### src/rtl/aes_tx_serializer.sv
// rtl/aes_tx_serializer.sv - feeds an NBYTES cipher block, MSB byte first, into a byte-wide UART transmitter.
// Define AES_TX_CHKSUM_EN to append an XOR checksum byte after the block.
module aes_tx_serializer #(
  parameter int NBYTES = 16
) (
  input  logic                  clk,
  input  logic                  rst,
  input  logic                  blk_valid,
  input  logic [8*NBYTES-1:0]   blk_data,
  output logic                  blk_ready,
  output logic                  tx_start,
  output logic [7:0]            tx_data,
  input  logic                  tx_busy,
  input  logic                  tx_done,
  output logic                  blk_sent,
  output logic                  active
);

  localparam int IW = $clog2(NBYTES + 1);
`ifdef AES_TX_CHKSUM_EN
  localparam int LAST = NBYTES;
`else
  localparam int LAST = NBYTES - 1;
`endif

  typedef enum logic [1:0] {IDLE, ARM, SEND, WAIT_DONE} state_t;

  state_t                state_q, state_d;
  logic [IW-1:0]         idx_q, idx_d;
  logic [8*NBYTES-1:0]   blk_q, blk_d;
  logic [7:0]            tx_data_q, tx_data_d;
  logic                  blk_sent_q, blk_sent_d;
  logic                  out_en_q, out_en_d;
  logic [7:0]            cur_byte;

`ifdef AES_TX_CHKSUM_EN
  logic [7:0] chksum;

  always_comb begin
    chksum = 8'h00;
    for (int i = 0; i < NBYTES; i++) begin
      chksum = chksum ^ blk_q[8*i +: 8];
    end
  end
`endif

  always_comb begin
    cur_byte = 8'h00;
    for (int i = 0; i < NBYTES; i++) begin
      if (idx_q == IW'(i)) begin
        cur_byte = blk_q[8*(NBYTES-i)-1 -: 8];
      end
    end
`ifdef AES_TX_CHKSUM_EN
    if (idx_q == IW'(NBYTES)) begin
      cur_byte = chksum;
    end
`endif
  end

  // out_en_q keeps blk_ready low through reset and for the first cycle after it.
  assign blk_ready = out_en_q && (state_q == IDLE) && !blk_sent_q;
  assign tx_start  = (state_q == SEND);
  assign tx_data   = tx_data_q;
  assign blk_sent  = blk_sent_q;
  assign active    = (state_q != IDLE) || blk_sent_q;

  always_comb begin
    state_d    = state_q;
    idx_d      = idx_q;
    blk_d      = blk_q;
    tx_data_d  = tx_data_q;
    blk_sent_d = 1'b0;
    out_en_d   = 1'b1;
    case (state_q)
      IDLE: begin
        if (blk_valid && blk_ready) begin
          blk_d   = blk_data;
          idx_d   = '0;
          state_d = ARM;
        end
      end
      ARM: begin
        if (!tx_busy) begin
          tx_data_d = cur_byte;
          state_d   = SEND;
        end
      end
      SEND: begin
        if (tx_busy) begin
          state_d = WAIT_DONE;
        end
      end
      WAIT_DONE: begin
        if (tx_done) begin
          if (idx_q == IW'(LAST)) begin
            blk_sent_d = 1'b1;
            state_d    = IDLE;
          end else begin
            idx_d   = idx_q + IW'(1);
            state_d = ARM;
          end
        end
      end
      default: state_d = IDLE;
    endcase
  end

  always_ff @(posedge clk) begin
    if (rst) begin
      state_q    <= IDLE;
      idx_q      <= '0;
      blk_q      <= '0;
      tx_data_q  <= 8'h00;
      blk_sent_q <= 1'b0;
      out_en_q   <= 1'b0;
    end else begin
      state_q    <= state_d;
      idx_q      <= idx_d;
      blk_q      <= blk_d;
      tx_data_q  <= tx_data_d;
      blk_sent_q <= blk_sent_d;
      out_en_q   <= out_en_d;
    end
  end

endmodule

### config.mk
export PLATFORM = sky130hd
export DESIGN_NAME = aes_tx_serializer
export DESIGN_NICKNAME = d
export VERILOG_FILES = /design/src/rtl/aes_tx_serializer.sv
export SDC_FILE = /design/constraint.sdc
export NUM_CORES = 1
export LEC_CHECK = 0
export CAP_MARGIN = 40
export CORE_ASPECT_RATIO = 2
export CORE_MARGIN = 3
export CORE_UTILIZATION = 50
export CTS_CLUSTER_SIZE = 24
export DETAILED_ROUTE_END_ITERATION = 10
export HOLD_SLACK_MARGIN = 0.02
export PLACE_DENSITY = 0.81
export SYNTH_ARGS = -nofsm -noshare
export SYNTH_HDL_FRONTEND = slang
export SYNTH_SLANG_ARGS = --single-unit
export TNS_END_PERCENT = 10
### constraint.sdc
create_clock -name clk -period 5.8 [get_ports clk]
set_input_delay 0.87 -clock clk [delete_from_list [all_inputs] [get_ports clk]]
set_output_delay 0.87 -clock clk [all_outputs]
set_load 0.02 [all_outputs]
Word level (Yosys, flattened, before mapping)
Cells that the tools add are included.
{"block": "totals", "ff_bits": 145, "latchBits": 0, "ramBits": 0, "rom_bits": 0, "word_cells": 75, "n_memories": 0}
{"block": "classes", "n_addsub": 1, "n_mul": 0, "div_mod_pow": 0, "n_lt_le_gt_ge": 0, "n_eq_ne": 23, "shifts": 0, "mux": 28, "bitwise": 3, "n_reduce_logical": 14}
{"cell": "8-bit two-way mux", "n": 16}
{"cell": "5-bit by 4-bit equality test with 1-bit output (second input constant)", "n": 8}
{"cell": "5-bit by 3-bit equality test with 1-bit output (second input constant)", "n": 4}
{"cell": "5-bit two-way mux", "n": 3}
{"cell": "5-bit by 2-bit equality test with 1-bit output (second input constant)", "n": 2}
{"cell": "5-bit one-hot mux with 2 select lines", "n": 1}
{"cell": "2-bit two-way mux", "n": 4}
{"cell": "2-bit one-hot mux with 4 select lines", "n": 1}
{"cell": "4-bit AND reduction", "n": 2}
{"cell": "2-bit inequality test (second input constant)", "n": 3}
{"cell": "5-bit by 1-bit adder with 5-bit output (second input constant)", "n": 1}
{"cell": "5-bit by 1-bit equality test with 1-bit output (second input constant)", "n": 1}
{"cell": "5-bit logical NOT", "n": 1}
{"cell": "2-bit equality test (second input constant)", "n": 2}
{"cell": "2-bit by 1-bit inequality test with 1-bit output (second input constant)", "n": 2}
{"cell": "2-bit AND reduction", "n": 2}
{"cell": "2-bit nonzero test", "n": 2}
{"cell": "1-bit logical AND", "n": 3}
{"cell": "1-bit two-way mux", "n": 3}
{"cell": "1-bit inverter", "n": 3}
{"cell": "3-bit OR reduction", "n": 1}
{"cell": "2-bit by 1-bit equality test with 1-bit output (second input constant)", "n": 1}
{"cell": "2-bit logical NOT", "n": 1}
{"cell": "1-bit logical NOT", "n": 1}
{"cell": "1-bit logical OR", "n": 1}

Longest topological paths before layout
{"block": "logic_depth", "word_depth": 17, "depth_mapped": 11, "ltp_nobuf": 8}

Worst setup path after synthesis
No wires, ideal clock.
{"block": "synth_timing", "path_kind": "register to register", "from": "register idx_q[0]", "to": "register tx_data_q[2], in the netlist tx_data[2]", "setup_time_ns": 0.075, "arrival_time_ns": 2.506, "required_time_ns": 5.725, "path_slack_ns": 3.220, "stages_incl_launch_ff": 12, "path_buffers": 3, "path_cell_list": "dfxtp_1 -> ha_1 -> clkbuf_1 -> clkbuf_1 -> and3_1 -> ha_1 -> clkbuf_1 -> inv_1 -> o21ai_1 -> or3_1 -> or4_1 -> o22ai_1"}
{"block": "synth_via", "elab_chain_len": 17, "elab_cells_between_ends": 32, "cone_classes": "eq/ne (15); mux (16); reduce/logical (1)"}
{"element": "start, declared", "line": "29", "rtl": "logic [IW-1:0] idx_q, idx_d;"}
{"element": "start signal, assigned", "line": "119", "rtl": "idx_q <= idx_d;"}
{"element": "5-bit logical NOT", "line": "50", "rtl": "if (idx_q == IW'(i)) begin"}
{"element": "8-bit two-way mux (15 in series)", "line": "50"}
{"element": "8-bit two-way mux (*)", "line": "50"}
{"element": "end signal, assigned", "line": "121", "rtl": "tx_data_q <= tx_data_d;"}
{"element": "end, declared", "line": "31", "rtl": "logic [7:0] tx_data_q, tx_data_d;"}
Every way passes the cells marked *; elsewhere a longest branch is shown, timed or not.
A chain may end at the register's enable or synchronous reset.

Final worst setup path
{"block": "layout_timing", "from": "register idx_q[0]", "to": "register tx_data_q[5], in the netlist tx_data[5]"}
Same word-level chain as after synthesis.

==> flow_summary.ini <==
[clocking]
cts_tree = done
cts-hold-fix-buffers = 0
clock_latency_ps = 420
clock_sinks = 145
postCtsSetupBuffers = 0
cts_buffers = 17
cts_buffer_depth = 2
cts-resized-gates = 0
path_clk_slew_ps = 60
cts_root_buf = clkbuf_16
htree_levels = 4

[cells_and_area]
final_common_cell = nand2_1
nFillCells = 1151
drive_above_1_share = 0.04171
syn2layout_area_growth_pct = 29.62
final_nets = 1161
antenna_cells = 0
instances_no_fill = 1183
final_cell_mix = nand2_1 (293), a21oi_1 (173), dfxtp_1 (145)
final_core_util = 0.6676

[yosys]
ys_warn_count = 0
synth_edf_count = 0
synth-async-reset-ratio = 0
synthTopCellsByArea = dfxtp_1 (43%), nand2_1 (16%), a21oi_1 (13%)
synth-compound-area-share = 0.2376
synth_adder_area_share = 0.01849
syn_nets = 1066
synthSimpleGateAreaFrac = 0.2540
ys.flop_type = dfxtp_1
synth_xor_area_frac = 0.003882
synthCells = 923
ys_seq_area_frac = 0.4289
synthMuxAreaShare = 0.002958
synth.top_cell.area_share = 0.4289
synth_top_family_by_area = simple AND/OR/NAND/NOR gates
synth_area_per_cell_um2 = 7.332
synth-seq-cells = 145
ys_types = 57
synth_area_um2 = 6768
yosys.area.top_type = dfxtp_1

[timing]
tightest_slew_ps = 851.3
fin_setup_tns_ps = 0
rsz0062_at_grt = false
timing.fmax_ghz = 0.3272
fin_skew_ps = 7.185
relSlewSlack = 0.4324
setup_violations = 0
fin_crit_sh = 0.5270
hold_viol = 0
finalCriticalPeriod_ps = 3056
finalMaxSlewViolations = 0

[placement]
io_buffers = 144
hpwl_um = 14250
dp_cells = 1151
place.gp.congestion = 0.9333

[setup_path]
crit_path_frequent_cell = ha_1
regToRegSetupSlack_ps = 2740
start_kind = flop
r2r-start = idx_q[0]$_SDFFE_PP0P_
r2r_cells = 8
arrival_ps = 3350
critPathMaxStageDelay_ps = 680
crit_type = reg -> reg
r2r_end = tx_data[5]$_SDFFE_PP0P_
crit_chain = ha_1 -> and3_1 -> ha_1 -> inv_1 -> o21ai_1 -> a21oi_1 -> a2111oi_0 -> a31oi_1
worst_ep_required_time_ps = 6100
worstPathMaxFanout = 24
worstSetupEndpointType = flop
cp_slowest_cell = ha_1

[power]
clkPwrFrac = 0.372
vdd_drop_max_uv = 307.1
p_leak_nw = 3.087
p_int_mw = 2.125
p_per_area_nw_per_um2 = 354.5
switching_share = 0.3168
seq_power_share = 0.382
switchingPower_mw = 0.9853
p_comb_frac = 0.246

[route]
drt-total-wl_um = 20070
via_per_inst = 5.779
drt_first_iter_violations = 508
num_vias = 6837
drc = 0
drtPass1Iterations = 6
ant_nets = 0
routedWlPerCell_um = 16.96

[min_path]
hold_end = blk_q[96]$_SDFFE_PP0P_
hold_path_class = reg -> reg
holdPathStages = 2
hp-start = blk_q[96]$_SDFFE_PP0P_

[die]
start_util = 0.5150
dieArea_um2 = 15050
die_height_um = 170.5
core-area_um2 = 13140
pin_count = 145
die_w_um = 88.27
rows = 59

[run]
drv_cap = 0

[run_status]
status = complete, no violations

[grt]
grt_pass1_wl_um = 31680
grtUsageTotal = 0.2717
first_global_vias = 6612
grt_overflow = 0
grt_start_max_net_pins = 84
grt_antenna_before_repair = 0
## kinds of logic (layout without fill, tap and decap cells)
family	count (synthesis)	count (layout)
DFF	145	145
adders and majority gates	10	10
xor gates and xnor gates	3	3
muxes	2	2
AOI/OAI and AO/OA	279	279
buffers and inverters	93	201
and+or+nand+nor	391	391
## worst max-delay path: cells and delay by family (launching register included)
kind | cells | cell delay, ps
DFF | 1 | 420
and+or+nand+nor | 1 | 250
AOI/OAI and AO/OA | 4 | 890
buffers and inverters | 1 | 170
adders and majority gates | 2 | 1190
## sequential cells by signal, indices dropped and copies added, names as in the netlist
signal    flops
out_en_q      1
state_q       2
blk_sent      1
blk_q       128
tx_data       8
idx_q         5
## power by group through the flow
stage	combinational, mW	clock [mW]	sequential (mW)
floorplan	0.490	0	1.19
global placement	0.745	0	1.20
detailed placement	0.757	0	1.21
CTS	0.764	1.16	1.19
global route	0.847	1.20	1.20
finish	0.765	1.16	1.19
## worst max path at each step
stage / startpoint / to / cells past startpoint
6_report: idx_q[0]$_SDFFE_PP0P_ / tx_data[5]$_SDFFE_PP0P_ / 8
5_1_grt: idx_q[0]$_SDFFE_PP0P_ / tx_data[5]$_SDFFE_PP0P_ / 8
4_1_cts: idx_q[0]$_SDFFE_PP0P_ / tx_data[5]$_SDFFE_PP0P_ / 8
3_5_place_dp: blk_valid / idx_q[0]$_SDFFE_PP0P_ / 6
3_3_place_gp: blk_valid / idx_q[0]$_SDFFE_PP0P_ / 6
2_1_floorplan: idx_q[0]$_SDFFE_PP0P_ / tx_data[2]$_SDFFE_PP0P_ / 11
## metal layers
layer	routed length (µm)	GRT usage	up-vias
met5	0	0	-
met4	1164	0.1658	0
met3	911	0.04867	83
met2	10620	0.4760	249
met1	7377	0.2945	3165
li1	-	-	3340
## cell usage after synthesis, drive strengths merged (4+ instances only)
library cell  count
ha               10
a211oi           10
buf              10
clkbuf           64
a21oi           173
nor2             21
nand3b            5
and3              5
nand2           293
a22o              4
o21ai            32
a31oi            10
inv              19
nor2b            15
a22oi             4
dfxtp           145
nor3b             6
and2              4
or3               4
nand3             5
o211ai            4
nor3              8
a21o              4
a221oi            8
o32ai             5
o22ai             7
nand2b            9
## cell type report
cell class              count  area, µm²  area share
clock buffers              22      474.2     0.05406
well taps                 152      190.2     0.02168
multi-input cells         685       3501      0.3991
inverters                  19      71.32    0.008130
repair buffers            150       1484      0.1692
flip-flops and latches    145       2903      0.3309
clock inverters            10      148.9     0.01697
## stage by stage
step,hold slack [ps],cell area [µm²],setup slack [ps],power (mW)
2_1_floorplan,431.7,6768,3220,1.678
3_3_place_gp,439.1,8149,2692,1.948
3_5_place_dp,447.7,8149,2677,1.963
4_1_cts,455.5,8772,2757,3.108
5_1_grt,474.5,8772,2448,3.245
6_report,451.6,8772,2744,3.110
(Power assumes the default switching activity.)
